File: config.mk
export PLATFORM = sky130hd
export DESIGN_NAME = instr_sequencer
export DESIGN_NICKNAME = d
export VERILOG_FILES = /design/src/rtl/instr_sequencer.sv
export SDC_FILE = /design/constraint.sdc
export NUM_CORES = 1
export LEC_CHECK = 0
export CORE_ASPECT_RATIO = 1.4
export CORE_MARGIN = 2
export CORE_UTILIZATION = 25
export DETAILED_ROUTE_END_ITERATION = 10
export HOLD_SLACK_MARGIN = 0.03
export PLACE_DENSITY = 0.49
export SETUP_SLACK_MARGIN = 0.05
export SKIP_CTS_REPAIR_TIMING = 1
export SYNTH_ARGS = -nofsm -noshare
export SYNTH_HDL_FRONTEND = slang
export SYNTH_SLANG_ARGS = --single-unit
File: constraint.sdc
create_clock -name clk -period 8.7 [get_ports clk]
set_input_delay 1.74 -clock clk [delete_from_list [all_inputs] [get_ports clk]]
set_output_delay 1.74 -clock clk [all_outputs]
set_load 0.02 [all_outputs]
File: src/rtl/instr_sequencer.sv
// Program-buffer instruction sequencer: loads 16-bit instructions byte-wise, then issues them
// in order over a valid/ready handshake. Optional build macro SEQ_LOOP_EN adds a loop_cnt repeat port.
module instr_sequencer #(
    parameter int DEPTH = 8
) (
    input  logic                     clk,
    input  logic                     rst_n,
    input  logic                     ena,
    input  logic                     wr_valid,
    input  logic [7:0]               wr_byte,
    output logic                     wr_ready,
    input  logic                     prog_clr,
    input  logic                     run_start,
    input  logic                     run_abort,
    output logic                     issue_valid,
    output logic [15:0]              issue_instr,
    input  logic                     issue_ready,
    output logic                     busy,
    output logic                     done,
    output logic                     err,
    output logic [$clog2(DEPTH):0]   prog_len
`ifdef SEQ_LOOP_EN
    ,
    input  logic [3:0]               loop_cnt
`endif
);

    localparam int AW = $clog2(DEPTH);
    localparam int LW = AW + 1;

    typedef enum logic [1:0] {
        IDLE = 2'd0,
        RUN  = 2'd1,
        DONE = 2'd2
    } state_t;

    function automatic logic is_halt(input logic [15:0] instr);
        return (instr[15:12] == 4'b1111);
    endfunction

    logic [15:0]   mem [DEPTH];

    state_t        state_r, state_s;
    logic [AW-1:0] ptr_r, ptr_s;
    logic [LW-1:0] prog_len_r, prog_len_s;
    logic          phase_r, phase_s;
    logic [7:0]    hold_r, hold_s;
    logic          err_r, err_s;
    logic          issue_valid_r, issue_valid_s;
    logic [15:0]   issue_instr_r, issue_instr_s;
    logic          done_r, done_s;
    logic          busy_r, busy_s;
    logic          wr_en_s;

    logic          accept_s, xfer_s, start_ok_s, last_s, last_pass_s, wrap_s;
    logic [AW-1:0] next_ptr_s;
    logic [15:0]   first_instr_s, next_instr_s;

`ifdef SEQ_LOOP_EN
    logic [3:0]    loops_r, loops_s;
    assign last_pass_s = (loops_r == 4'd0);
`else
    assign last_pass_s = 1'b1;
`endif

    assign wr_ready      = (state_r == IDLE) && (prog_len_r < LW'(DEPTH)) && !prog_clr;
    assign accept_s      = wr_valid && wr_ready;
    assign xfer_s        = issue_valid_r && issue_ready;
    assign start_ok_s    = run_start && (prog_len_r != LW'(0)) && !phase_r;
    assign last_s        = ({1'b0, ptr_r} == (prog_len_r - LW'(1)));
    assign wrap_s        = last_s && !last_pass_s;
    assign next_ptr_s    = wrap_s ? AW'(0) : AW'(ptr_r + AW'(1));
    assign first_instr_s = mem[AW'(0)];
    assign next_instr_s  = mem[next_ptr_s];

    // State register; synchronous reset wins over ena
    always_ff @(posedge clk) begin
        if (!rst_n) begin
            state_r <= IDLE;
        end else if (ena) begin
            state_r <= state_s;
        end
    end

    // Next-state logic
    always_comb begin
        state_s = state_r;
        case (state_r)
            IDLE: begin
                if (prog_clr || accept_s) begin
                    state_s = IDLE;
                end else if (start_ok_s) begin
                    state_s = is_halt(first_instr_s) ? DONE : RUN;
                end else begin
                    state_s = IDLE;
                end
            end
            RUN: begin
                if (run_abort) begin
                    state_s = IDLE;
                end else if (xfer_s) begin
                    if ((last_s && last_pass_s) || is_halt(next_instr_s)) begin
                        state_s = DONE;
                    end else begin
                        state_s = RUN;
                    end
                end else begin
                    state_s = RUN;
                end
            end
            DONE:    state_s = IDLE;
            default: state_s = IDLE;
        endcase
    end

    // Next values for the datapath and the registered outputs
    always_comb begin
        ptr_s         = ptr_r;
        prog_len_s    = prog_len_r;
        phase_s       = phase_r;
        hold_s        = hold_r;
        err_s         = err_r;
        issue_valid_s = issue_valid_r;
        issue_instr_s = issue_instr_r;
        done_s        = (state_s == DONE);
        busy_s        = (state_s != IDLE);
        wr_en_s       = 1'b0;
`ifdef SEQ_LOOP_EN
        loops_s       = loops_r;
`endif
        case (state_r)
            IDLE: begin
                if (prog_clr) begin
                    prog_len_s = LW'(0);
                    phase_s    = 1'b0;
                    err_s      = 1'b0;
                end else if (accept_s) begin
                    if (!phase_r) begin
                        hold_s  = wr_byte;
                        phase_s = 1'b1;
                    end else begin
                        wr_en_s    = 1'b1;
                        prog_len_s = prog_len_r + LW'(1);
                        phase_s    = 1'b0;
                    end
                end else if (run_start) begin
                    if (start_ok_s) begin
                        ptr_s         = AW'(0);
                        issue_valid_s = !is_halt(first_instr_s);
                        issue_instr_s = first_instr_s;
`ifdef SEQ_LOOP_EN
                        loops_s       = loop_cnt;
`endif
                    end else begin
                        err_s = 1'b1;
                    end
                end else begin
                    issue_valid_s = 1'b0;
                end
            end
            RUN: begin
                if (run_abort) begin
                    issue_valid_s = 1'b0;
                end else if (xfer_s) begin
                    if (state_s == RUN) begin
                        ptr_s         = next_ptr_s;
                        issue_instr_s = next_instr_s;
`ifdef SEQ_LOOP_EN
                        if (wrap_s) begin
                            loops_s = loops_r - 4'd1;
                        end else begin
                            loops_s = loops_r;
                        end
`endif
                    end else begin
                        issue_valid_s = 1'b0;
                    end
                end else begin
                    issue_valid_s = issue_valid_r;
                end
            end
            DONE: begin
                issue_valid_s = 1'b0;
            end
            default: begin
                issue_valid_s = 1'b0;
            end
        endcase
    end

    // Datapath and output registers
    always_ff @(posedge clk) begin
        if (!rst_n) begin
            ptr_r         <= AW'(0);
            prog_len_r    <= LW'(0);
            phase_r       <= 1'b0;
            hold_r        <= 8'd0;
            err_r         <= 1'b0;
            issue_valid_r <= 1'b0;
            issue_instr_r <= 16'd0;
            done_r        <= 1'b0;
            busy_r        <= 1'b0;
`ifdef SEQ_LOOP_EN
            loops_r       <= 4'd0;
`endif
        end else if (ena) begin
            ptr_r         <= ptr_s;
            prog_len_r    <= prog_len_s;
            phase_r       <= phase_s;
            hold_r        <= hold_s;
            err_r         <= err_s;
            issue_valid_r <= issue_valid_s;
            issue_instr_r <= issue_instr_s;
            done_r        <= done_s;
            busy_r        <= busy_s;
`ifdef SEQ_LOOP_EN
            loops_r       <= loops_s;
`endif
        end
    end

    // Program buffer is not reset; prog_len gates what is reachable
    always_ff @(posedge clk) begin
        if (rst_n && ena && wr_en_s) begin
            mem[prog_len_r[AW-1:0]] <= {hold_r, wr_byte};
        end
    end

    assign issue_valid = issue_valid_r;
    assign issue_instr = issue_instr_r;
    assign busy        = busy_r;
    assign done        = done_r;
    assign err         = err_r;
    assign prog_len    = prog_len_r;

endmodule

* Word level (Yosys, flattened, before mapping)
Memories as Yosys holds them, arrays and structs flattened.
Index checks and enable logic that the tools add are counted.
** Cells by class
- $add $sub $neg :: 3
- Order comparisons :: 1
- Equal/unequal tests :: 18
- Multiplexer cells :: 47
- Bitwise operators :: 2
- Reductions and logical operators :: 26
** Operators with widths (count)
- $mux 16 :: 7
- $pmux 16 s2 :: 1
- $mux 3 :: 7
- $mux 1 :: 20
- $ne 2x2->1 const B :: 9
- $mux 2 :: 6
- $mux 4 :: 3
- $reduce_and 5->1 :: 2
- $reduce_bool 2->1 :: 5
- $ne 3x3->1 const B :: 3
- $reduce_and 9->1 :: 1
- $eq 4x4->1 const B :: 2
- $logic_and 1x1->1 :: 8
- $pmux 3 s2 :: 1
- $reduce_and 6->1 :: 1
- $add 4x1->4 const B :: 1
- $eq 2x1->1 const B :: 2
- $eq 3x4->1 :: 1
- $lt 4x4->1 const B :: 1
- $pmux 2 s2 :: 1
- $reduce_and 4->1 :: 1
- $reduce_bool 4->1 :: 1
- $sub 4x1->4 const B :: 1
- $add 3x1->3 const B :: 1
- 7 further kinds :: 11
** Word-level totals
- Register bits after elaboration :: 38
- Memory bits (writable) :: 128
- Bits of input ports :: 16
- Output and inout port bits :: 25
- Memories :: 1
** Memory list
- mem :: depth 8, bits a word 16, rd ports 2, clocked after Yosys merged registers in 0, write ports 1, RTL line 41 : logic [15:0] mem [DEPTH];

* Depth between registers and ports, before layout
Gate-level depths: netlist of the first run.
An unclocked memory read counts as a cell.
- Depth after elaboration :: 13
- Mapped depth :: 10
- Gate-level depth less buffers :: 7

* Worst setup path after synthesis of the first run
No wires, ideal clock.
- Kind :: input port to output port
- Start :: input prog_clr
- End :: output wr_ready
- Data arrival time :: 2.527 ns
- Required time :: 6.960 ns
- Path slack :: 4.433 ns
- Stages :: 2
- Path buffers :: 1
- Path through :: clkbuf_1 > nor4_1
** On the way
- Word-level cells in the longest chain between the ends :: 2
** RTL lines
- start: declaration :: RTL line 12 : input logic prog_clr,
- $logic_not 1->1 :: RTL line 66 : assign wr_ready = (state_r == IDLE) && (prog_len_r < LW'(DEPTH)) && !prog_clr;
- $logic_and 1x1->1 :: RTL line 66
- end: declaration :: RTL line 11 : output logic wr_ready,
Every way passes these cells.

* Final worst setup path of the first run
Ends and elaborated chain as after synthesis.

==> impl_metrics.yaml, run 1 <==
outcome:
  outcome: "completed"
clocking:
  cts_root_buf: "clkbuf_16"
  clk-insertion-delay-late_ns: 0.42
  numClockSinks: 166
  htree_levels: 4
  cts_buffers: 17
  cts_tree: "done"
  clk_pin_slew_worst_paths_ns: 0.07
  clock_path_buffers: 2
worst_setup_path:
  startpoint_type: "input port"
  cp.required_ns: 6.96
  critPathKind: "in -> out"
  cp-end-kind: "primary output"
  cp.arrival_ns: 3.25
  crit_fanout: 8
floorplanning:
  floorplan.initialDensity_pct: 25.42
  ios: 41
  num_rows: 71
  die-area_mm2: 0.02873
  chipWidth_um: 143.8
  die_h_um: 199.8
  coreArea_mm2: 0.02692
global_routing:
  antenna_found_initial: 0
  grt_pass1_wl_um: 23910
  gr-usage-all-layers_pct: 11.50
  grt_pass1_vias: 4036
  grt_max_degree: 47
  grt-ovfl-total: 0
timing:
  finClkSkew_ns: 0.01399
  finalSetupViolations: 0
  fin_tns_setup_ns: 0
  period_share_pct: 57.32
  max_slew_margin_pct: 28.40
  drv_slew: 0
  rsz0062_at_grt: "false"
  max_freq_mhz: 200.5
  layout_min_cycle_time_ns: 4.987
  tightest_slew_ns: 1.071
  finalHoldViolations: 0
  hold_ws_ns: 0.4528
synth:
  synth-seq-cells: 166
  yosys-top-cells-area: "edfxtp_1 56%, dfxtp_1 11%, mux4_2 11%, mux2i_1 6.3%, nand2_1 2.2%"
  synthCells: 430
  synth-edff-count: 128
  synth_nets: 449
  synthArstFlopShare_pct: 0
  yosys_warnings: 0
  syn_area_mm2: 0.006843
  yosysMostFrequentCell: "edfxtp_1"
  avgSynthCellArea_um2: 15.91
  synth_common_cells: "128 x edfxtp_1, 43 x mux2i_1, 41 x nand2_1"
  synth_seq_area_share_pct: 67.29
  synth_top_area_share_pct: 56.17
  synthDistinctLibCells: 44
  yosys_most_used_dff: "edfxtp_1"
  synth_top_cell_by_area: "edfxtp_1"
routing:
  drt_iter0_markers: 285
  wl_per_cell_um: 17.97
  routed_wl_um: 15310
  viasPerCell: 4.419
  vias: 3765
  drc: 0
  ant_nets: 0
  firstDrtPassIters: 4
layout:
  design_area_mm2: 0.008257
  nets: 493
  diodes: 0
  drive_above_1_share_pct: 17.45
  area_delta_synth_final_pct: 20.66
pwr:
  switching_power_mw: 0.3481
  p_leak_nw: 2.610
  p_per_area_mw_per_mm2: 200.2
  internal_power_mw: 1.305
  comb_power_share_pct: 2.9
  p_seq_share_pct: 51.9
  p_clk_share_pct: 45.2
  swShare_pct: 21.06
  power_mw: 1.653
  ir_drop_mv: 0.1318
placement:
  gp_congestion: 0.7745
  place_area_mm2: 0.007669
  hpwlAfterDp_um: 9129
  io_buffers: 40
min_path:
  min_path_type: "reg -> reg"
run:
  maxCapViolCount: 0
## metrics by stage
stage	cells	utilization (%)	worst slack, ns
4_1_cts	852	30.67	3.722
3_5_place_dp	820	28.49	3.723
5_1_grt	852	30.67	3.598
2_1_floorplan	430	-	4.433
3_3_place_gp	820	28.49	3.783
6_report	852	30.67	3.713
## per-layer routing
metal / part of all wire (%) / global-route usage (%) / routed length, um
met1: 41 / 12.69 / 6242
met2: 54 / 21.39 / 8245
met3: 3.9 / 2.791 / 592
met4: 1.5 / 3.958 / 229
met5: 0 / 0 / 0
## power by group through the flow
stage          Clock (mW)  Combinational, mW  Sequential [mW]
2_1_floorplan           0             0.0243            0.875
3_3_place_gp            0             0.0471            0.875
3_5_place_dp            0             0.0479            0.876
4_1_cts             0.768             0.0482            0.858
5_1_grt             0.798             0.0529            0.859
6_report            0.747             0.0475            0.858
## area by class of cell
| cell class | instances | area, um^2 |
|---|---|---|
| Timing Repair Buffer | 52 | 485.5 |
| Tap cell | 365 | 456.7 |
| Inverter | 6 | 22.52 |
| Multi-Input combinational cell | 231 | 2098 |
| Sequential cell | 166 | 4606 |
| Clock buffer | 18 | 439.2 |
| Fill cell | 2625 | 18660 |
| Clock inverter | 14 | 148.9 |
## worst max-delay path, stage by stage
cell and delay (ns):
clkdlybuf4s50_1 0.53, nor4_1 0.30, clkdlybuf4s50_1 0.67
## path summary, 6_finish.rpt
path	from	endpoint	slack (ns)	cells past startpoint
worst max-delay path	prog_clr	wr_ready	3.71	3
worst min-delay path	err	err	0.45	2
worst max register to register	ptr_r[0]	issue_instr[10]	5.03	7
worst min register to register	err	err	0.45	2
## cells by family after synthesis
kind of cell    share of synthesized area, %
compound gates                         4.517
xor+xnor                              0.7864
fa+ha+maj                             0.5486
buf+inv                                2.395
flops                                  67.29
mux                                    16.99
simple gates                           7.479
## registers in the layout, indices dropped and copies added, names as in the netlist
register     cells
state_r          2
mem            128
issue_valid      1
phase_r          1
ptr_r            3
busy             1
err              1
prog_len         4
done             1
hold_r           8
issue_instr     16
## cells in the final DEF (no fill, tap or decap), drive strengths merged, types with 2 or more instances in the layout
cell / instances
nand3b: 2
nand2b: 4
a32oi: 2
buf: 13
nor2: 26
a21boi: 2
nor3: 8
nor3b: 5
a21oi: 6
nor2b: 5
o21ai: 8
o221a: 2
clkinvlp: 2
clkinv: 6
clkdlybuf4s50: 39
edfxtp: 128
inv: 10
o211ai: 16
dfxtp: 38
ha: 3
nand3: 4
and3: 2
nand2: 41
mux2i: 43
mux4: 32
nand4: 5
bufinv: 2
xor2: 3
clkbuf: 18
No activity file was read; power rests on OpenSTA's default activity.
==> inputs of run 2 (changes only) <==
==> constraint.sdc (replaced) <==
create_clock -name clk -period 4.9 [get_ports clk]
set_input_delay 0.98 -clock clk [delete_from_list [all_inputs] [get_ports clk]]
set_output_delay 0.98 -clock clk [all_outputs]
set_load 0.02 [all_outputs]
==> run 2 against run 1 <==
  * Cell count rose by 0.23%
  * Non-clock buffer count rose by 2
  * Global-route usage fell by 0.14 points
  * Worst setup slack got worse by 2.3 ns
  * Routed wire length fell by 0.39%
  * Cell area rose by 0.80%
  * Flip-flop and latch count did not move
  * Critical path depth did not move
  * Clock power rose by 91%
  * Die area did not move
  * Largest power group unchanged
  * Highest routed layer unchanged
==> impl_metrics.yaml, run 2 (same netlist as run 1, synthesis figures left out) <==
timing:
  max_slew_margin_pct: 29.23
  tightest_slew_ns: 1.062
  finalSetupViolations: 0
  period_share_pct: 70.55
  fin_ws_ns: 1.443
  hold_ws_ns: 0.4504
  max_freq_mhz: 289.3
  fin_tns_setup_ns: 0
  rsz0062_at_grt: "false"
  finalHoldViolations: 0
  drv_slew: 0
  layout_min_cycle_time_ns: 3.457
  finClkSkew_ns: 0.01126
clocking:
  cts_root_buf: "clkbuf_16"
  clock_path_buffers: 2
  numClockSinks: 166
  clk_pin_slew_worst_paths_ns: 0.07
  clk-insertion-delay-late_ns: 0.42
  htree_levels: 4
  cts_tree: "done"
  cts_buffers: 17
layout:
  diodes: 0
  fillers: 2623
  final_common_cell: "edfxtp_1"
  final_cell_mix: "128 x edfxtp_1, 43 x mux2i_1, 41 x nand2_1"
  final_cells: 854
  drive_above_1_share_pct: 17.79
  design_area_mm2: 0.008323
  nets: 495
  final_util_pct: 30.92
  area_delta_synth_final_pct: 21.63
  largest_reg_flops: 128
min_path:
  whs_path_depth: 2
  min_to: "err"
  hold_path.startpoint: "err"
  min_path_type: "reg -> reg"
worst_setup_path:
  crit_chain: "clkdlybuf4s50_1, nor4_1, clkdlybuf4s50_1"
  ff2ff_setup_slack_ns: 1.57
  critical-path-slowest-cell: "clkdlybuf4s50_1"
  cp-end-kind: "primary output"
  cpMostUsedCell: "clkdlybuf4s50_1"
  cp.required_ns: 3.92
  cp.arrival_ns: 2.48
  crit_fanout: 8
  ff2ff_path_depth: 6
  critPathKind: "in -> out"
  r2r_start: "ptr_r[1]"
  cpPeakStageDelay_ns: 0.67
  r2r-end: "issue_instr[2]"
  startpoint_type: "input port"
placement:
  place_area_mm2: 0.007684
  gp_congestion: 0.7478
  place_inst: 822
  pre_cts_ws_ns: 1.452
  hpwlAfterDp_um: 9461
  io_buffers: 40
global_routing:
  gr-usage-all-layers_pct: 11.36
  grt_max_degree: 37
  antenna_found_initial: 0
  grt-ovfl-total: 0
  grt_pass1_wl_um: 23800
  grt_pass1_vias: 3995
pwr:
  ir_drop_mv: 0.2176
  p_per_area_mw_per_mm2: 365.1
  power_mw: 3.039
  p_leak_nw: 2.638
routing:
  routed_wl_um: 15250
  ant_nets: 0
  wl_per_cell_um: 17.86
  drc: 0
  drt_iter0_markers: 224
  viasPerCell: 4.436
  vias: 3788
  firstDrtPassIters: 4
floorplanning:
  chipWidth_um: 143.8
  num_rows: 71
  die-area_mm2: 0.02873
  ios: 41
  coreArea_mm2: 0.02692
  floorplan.initialDensity_pct: 25.42
  die_h_um: 199.8
run:
  maxCapViolCount: 0
outcome:
  outcome: "completed"
-- run 2: worst max path at each step --
stage / endpoint / start / slack, ns / cells past startpoint
CTS: wr_ready / prog_clr / 1.45 / 3
global route: issue_instr[2] / ptr_r[1] / 1.34 / 6
floorplan: mem[1][0] / prog_clr / 1.66 / 5
global placement: wr_ready / prog_clr / 1.43 / 3
detailed placement: wr_ready / prog_clr / 1.45 / 3
finish: wr_ready / prog_clr / 1.44 / 3
-- run 2: critical path: cells and delay by family --
kind,cells,cell delay (ns)
and+or+nand+nor,1,0.28
buffers and inverters,2,1.22
-- run 2: layout make-up --
cell class                 instances  area [um^2]  share of cell area, %
sequential                       166         4606                  55.34
multi-input combinational        231         2098                  25.21
timing repair buffer              54        500.5                  6.013
tap                              365        456.7                  5.487
clock buffer                      19        442.9                  5.322
clock inverter                    13        196.4                  2.360
inverter                           6        22.52                 0.2706
-- run 2: per-layer routing --
metal | up-vias | track usage, % | routed length, um
met5 | - | 0 | 0
met4 | 0 | 4.430 | 313
met3 | 17 | 2.672 | 599
met2 | 66 | 20.21 | 7994
met1 | 1951 | 13.16 | 6344
li1 | 1754 | - | -
-- run 2: where the power goes --
part	switching [mW]	leakage, nW	total (mW)	internal, mW
clock	0.553	0.304	1.43	0.877
combinational	0.0507	0.887	0.0842	0.0335
sequential	0.00954	1.45	1.52	1.51
total	0.613	2.64	3.04	2.43
==> variant 1 (config.mk and constraints of run 2) <==
Set the parameter `DEPTH` to 16 (it was 8).
--- a/src/rtl/instr_sequencer.sv
+++ b/src/rtl/instr_sequencer.sv
@@ -3,3 +3,3 @@
 module instr_sequencer #(
-    parameter int DEPTH = 8
+    parameter int DEPTH = 16
 ) (
Ports: changed (resized prog_len); port bits go from 41 to 42. No check against the original RTL was run, so the function may have changed too.
==> variant 1 against run 2 <==
- wire length grew 94%
- core utilization shrank 0.90 points
- worst setup slack lost 0.23 ns
- final area grew 74%
- synthesized cell count grew 67%
- total power grew 69%
- combinational power grew 22%
- hold slack gained 0.032 ns
- sequential cell count grew 130
- sequential power grew 81%
- sequential share of layout area grew 3.4 points
- synthesized area grew 79%
- count of clock-buffer cells in the layout grew 15
==> variant 1: results (changes against run 2) <==
- Reg2reg path depth: 9 (was 6)
- Layout cells sized above 1: 0.197 (was 0.178)
- Largest vdd supply drop: 265 µV (was 218 µV)
- Outcome: finished clean (unchanged)
- DR vias/cell: 4.65 (was 4.44)
- Worst hold margin: 0.483 ns (was 0.450 ns)
- Critical Path Fanout Max: 7 (was 8)
- Global Route Usage Sum: 0.117 (was 0.114)
- Pint: 4.12 mW (was 2.43 mW)
- Clk pwr share: 0.443 (was 0.471)
- Reg-to-Reg End: issue_instr[12] (was issue_instr[2])
- Largest net degree at the start of global routing: 48 (was 37)
- Worst path max stage delay: 0.72 ns (was 0.67 ns)
- Post-synth EDFFs: 256 (was 128)
- Worst-Margin Slew: 0.961 ns (was 1.06 ns)
- Fin cells: 1426 (was 854)
- Max reg flops: 256 (was 128)
- Bufs w/o clock: 66 (was 54)
- Die X: 191 µm (was 144 µm)
- Period utilisation layout: 0.752 (was 0.705)
- Fraction of area in multi-input gates: 0.247 (was 0.252)
- TritonRoute pass-1 iters: 5 (was 4)
- CTS Buf Count: 28 (was 17)
- Power in the clock group: 2.27 mW (was 1.43 mW)
- Final Skew: 0.00980 ns (was 0.0113 ns)
- P_seq: 2.75 mW (was 1.52 mW)
- Pre-CTS setup slack: 0.940 ns (was 1.45 ns)
- Post-layout util: 0.300 (was 0.309)
- Layout non-clock buf frac: 0.0431 (was 0.0601)
- Share of the synthesized area in the top cell type: 0.628 (was 0.562)
- DRT iter0 DRCs: 421 (was 224)
- Final clock-cell share: 0.0667 (was 0.0768)
- Vias in the first global route: 6812 (was 3995)
- Synth area leaders: edfxtp_1, mux4_2, dfxtp_1 (was edfxtp_1, dfxtp_1, mux4_2)
- Global placer's final weighted congestion: 0.806 (was 0.748)
- H-tree lvl count: 1 (was 4)
- Post-Syn Nets: 739 (was 449)
- Sequential fraction of the synthesis area: 0.694 (was 0.673)
## variant 1: changes by cell type after synthesis, sizes merged, moves of 7 or more
| cell | delta |
|---|---|
| buf | +7 |
| edfxtp | +128 |
| mux4 | +36 |
| nand3 | +19 |
| nor2 | +34 |
| o211ai | -15 |
| o21ai | +15 |
| o22a | +16 |
| or4 | +12 |
## variant 1: per-layer routing
metal	global-route usage	part of all wire	vias to the layer above
li1	-	-	2984
met1	0.147	0.41	3452
met2	0.207	0.52	155
met3	0.0167	0.044	36
met4	0.0371	0.023	0
met5	0	0	-
## variant 1: kinds of logic (layout without fill, tap and decap cells)
family | after synthesis | in the layout | synth area share
mux | 109 | 109 | 0.160
flops | 296 | 296 | 0.694
buf+inv | 46 | 124 | 0.0194
compound gates | 79 | 79 | 0.0474
xor+xnor | 11 | 11 | 0.00941
fa+ha+maj | 5 | 5 | 0.00511
simple gates | 172 | 172 | 0.0651
==> variant 2 (settings of run 2) <==
Without the edit above. Register the output `err` once more, cleared by the reset; this adds one clock of latency there. The other outputs are not delayed to match.
--- a/src/rtl/instr_sequencer.sv
+++ b/src/rtl/instr_sequencer.sv
@@ -232,3 +232,9 @@
     assign done        = done_r;
-    assign err         = err_r;
+    always_ff @(posedge clk) begin
+        if (!rst_n) begin
+            err <= '0;
+        end else begin
+            err <= err_r;
+        end
+    end
     assign prog_len    = prog_len_r;
Function: changed (Yosys sat finds a counterexample within 4 cycles, from zero or initial values and one cycle with rst_n low).
==> variant 2 against run 2 <==
- sequential share of layout area increased by 0.19 points
- total power decreased by 2.8%
- cell count increased by 2.2%
- final area about the same
- highest routed layer unchanged
- synthesized area increased by 0.99%
- critical path type unchanged
- core utilization decreased by 0.50 points
- sequential cell count increased by 1
- global-route usage decreased by 0.34 points
- largest power group unchanged
- worst setup slack improved by 0.0039 ns
- wire length increased by 0.87%
==> variant 2: results (changes against run 2) <==
- Outcome: finished clean (unchanged)
- Critical Path Fanout Max: 10 (was 8)
- Worst path max stage delay: 0.65 ns (was 0.67 ns)
- HPWL Detailed: 9290 µm (was 9460 µm)
- R2r setup slk: 1.79 ns (was 1.57 ns)
- Largest vdd supply drop: 220 µV (was 218 µV)
- Post-Syn Nets: 465 (was 449)
- Distinct cell type count after synthesis: 46 (was 44)
- Layout cells sized above 1: 0.163 (was 0.178)
- Final Skew: 0.0228 ns (was 0.0113 ns)
- Met3 global-route usage: 0.0246 (was 0.0267)
- Bufs w/o clock: 53 (was 54)
- Num sequential: 167 (was 166)
- Vias in the first global route: 4028 (was 3995)
- Seq pwr share: 0.519 (was 0.502)
- Global Route Usage Sum: 0.110 (was 0.114)
- Nets@finish: 509 (was 495)
- Worst-Margin Slew: 1.12 ns (was 1.06 ns)
- Synth top cells by count: edfxtp_1, nand2_1, mux2i_1, dfxtp_1, nor2_1 (was edfxtp_1, mux2i_1, nand2_1, dfxtp_1, mux4_2)
- Layout non-clock buf frac: 0.0592 (was 0.0601)
- Met3 WL: 640 µm (was 599 µm)
- Worst Hold Launch: issue_instr[4] (was err)
- Global placer's final weighted congestion: 0.768 (was 0.748)
- DRT iter0 DRCs: 271 (was 224)
- Pint: 2.35 mW (was 2.43 mW)
- Dpl cell area: 7740 µm² (was 7680 µm²)
- LEAKAGE: 2.74 nW (was 2.64 nW)
- Metal-1 WL: 6720 µm (was 6340 µm)
- GR Util met2: 0.186 (was 0.202)
- Non-clock inverters: 4 (was 6)
- Met2 routed WL: 7810 µm (was 7990 µm)
- Filler cells: 2740 (was 2623)
- Sequential fraction of the synthesis area: 0.669 (was 0.673)
- Synth area leaders: edfxtp_1, dfxtp_1, mux4_2 (unchanged)
- Drt total wl: 15400 µm (was 15300 µm)
- Largest net degree at the start of global routing: 47 (was 37)
- Reg2reg path depth: 7 (was 6)
- Final clock-cell share: 0.0706 (was 0.0768)
variant 2: cell families (layout without fill, tap and decap cells):
group                      Yosys count  in the layout  share of synthesized area
muxes                               74             74                      0.168
DFF                                167            167                      0.669
AOI/OAI and AO/OA                   44             44                     0.0438
and+or+nand+nor                    121            121                     0.0815
buffers and inverters               32             89                     0.0230
xor gates and xnor gates             5              5                    0.00905
adders and majority gates            3              3                    0.00543
variant 2: per-stage QoR:
stage / setup WS (ns) / util / total power [mW] / hold slack, ns / cells
final: 1.45 / 0.304 / 2.95 / 0.460 / 873
after CTS: 1.43 / 0.304 / 2.98 / 0.468 / 873
after detailed placement: 1.37 / 0.283 / 1.66 / 0.456 / 841
after global routing: 1.38 / 0.304 / 3.05 / 0.484 / 873
after global placement: 1.40 / 0.283 / 1.66 / 0.443 / 841
after floorplan: 1.30 / - / 1.61 / 0.431 / 446
variant 2: worst max-delay path, delay by kind of cell:
kind | cells | cell delay, ns
and+or+nand+nor | 1 | 0.25
buffers and inverters | 2 | 1.24
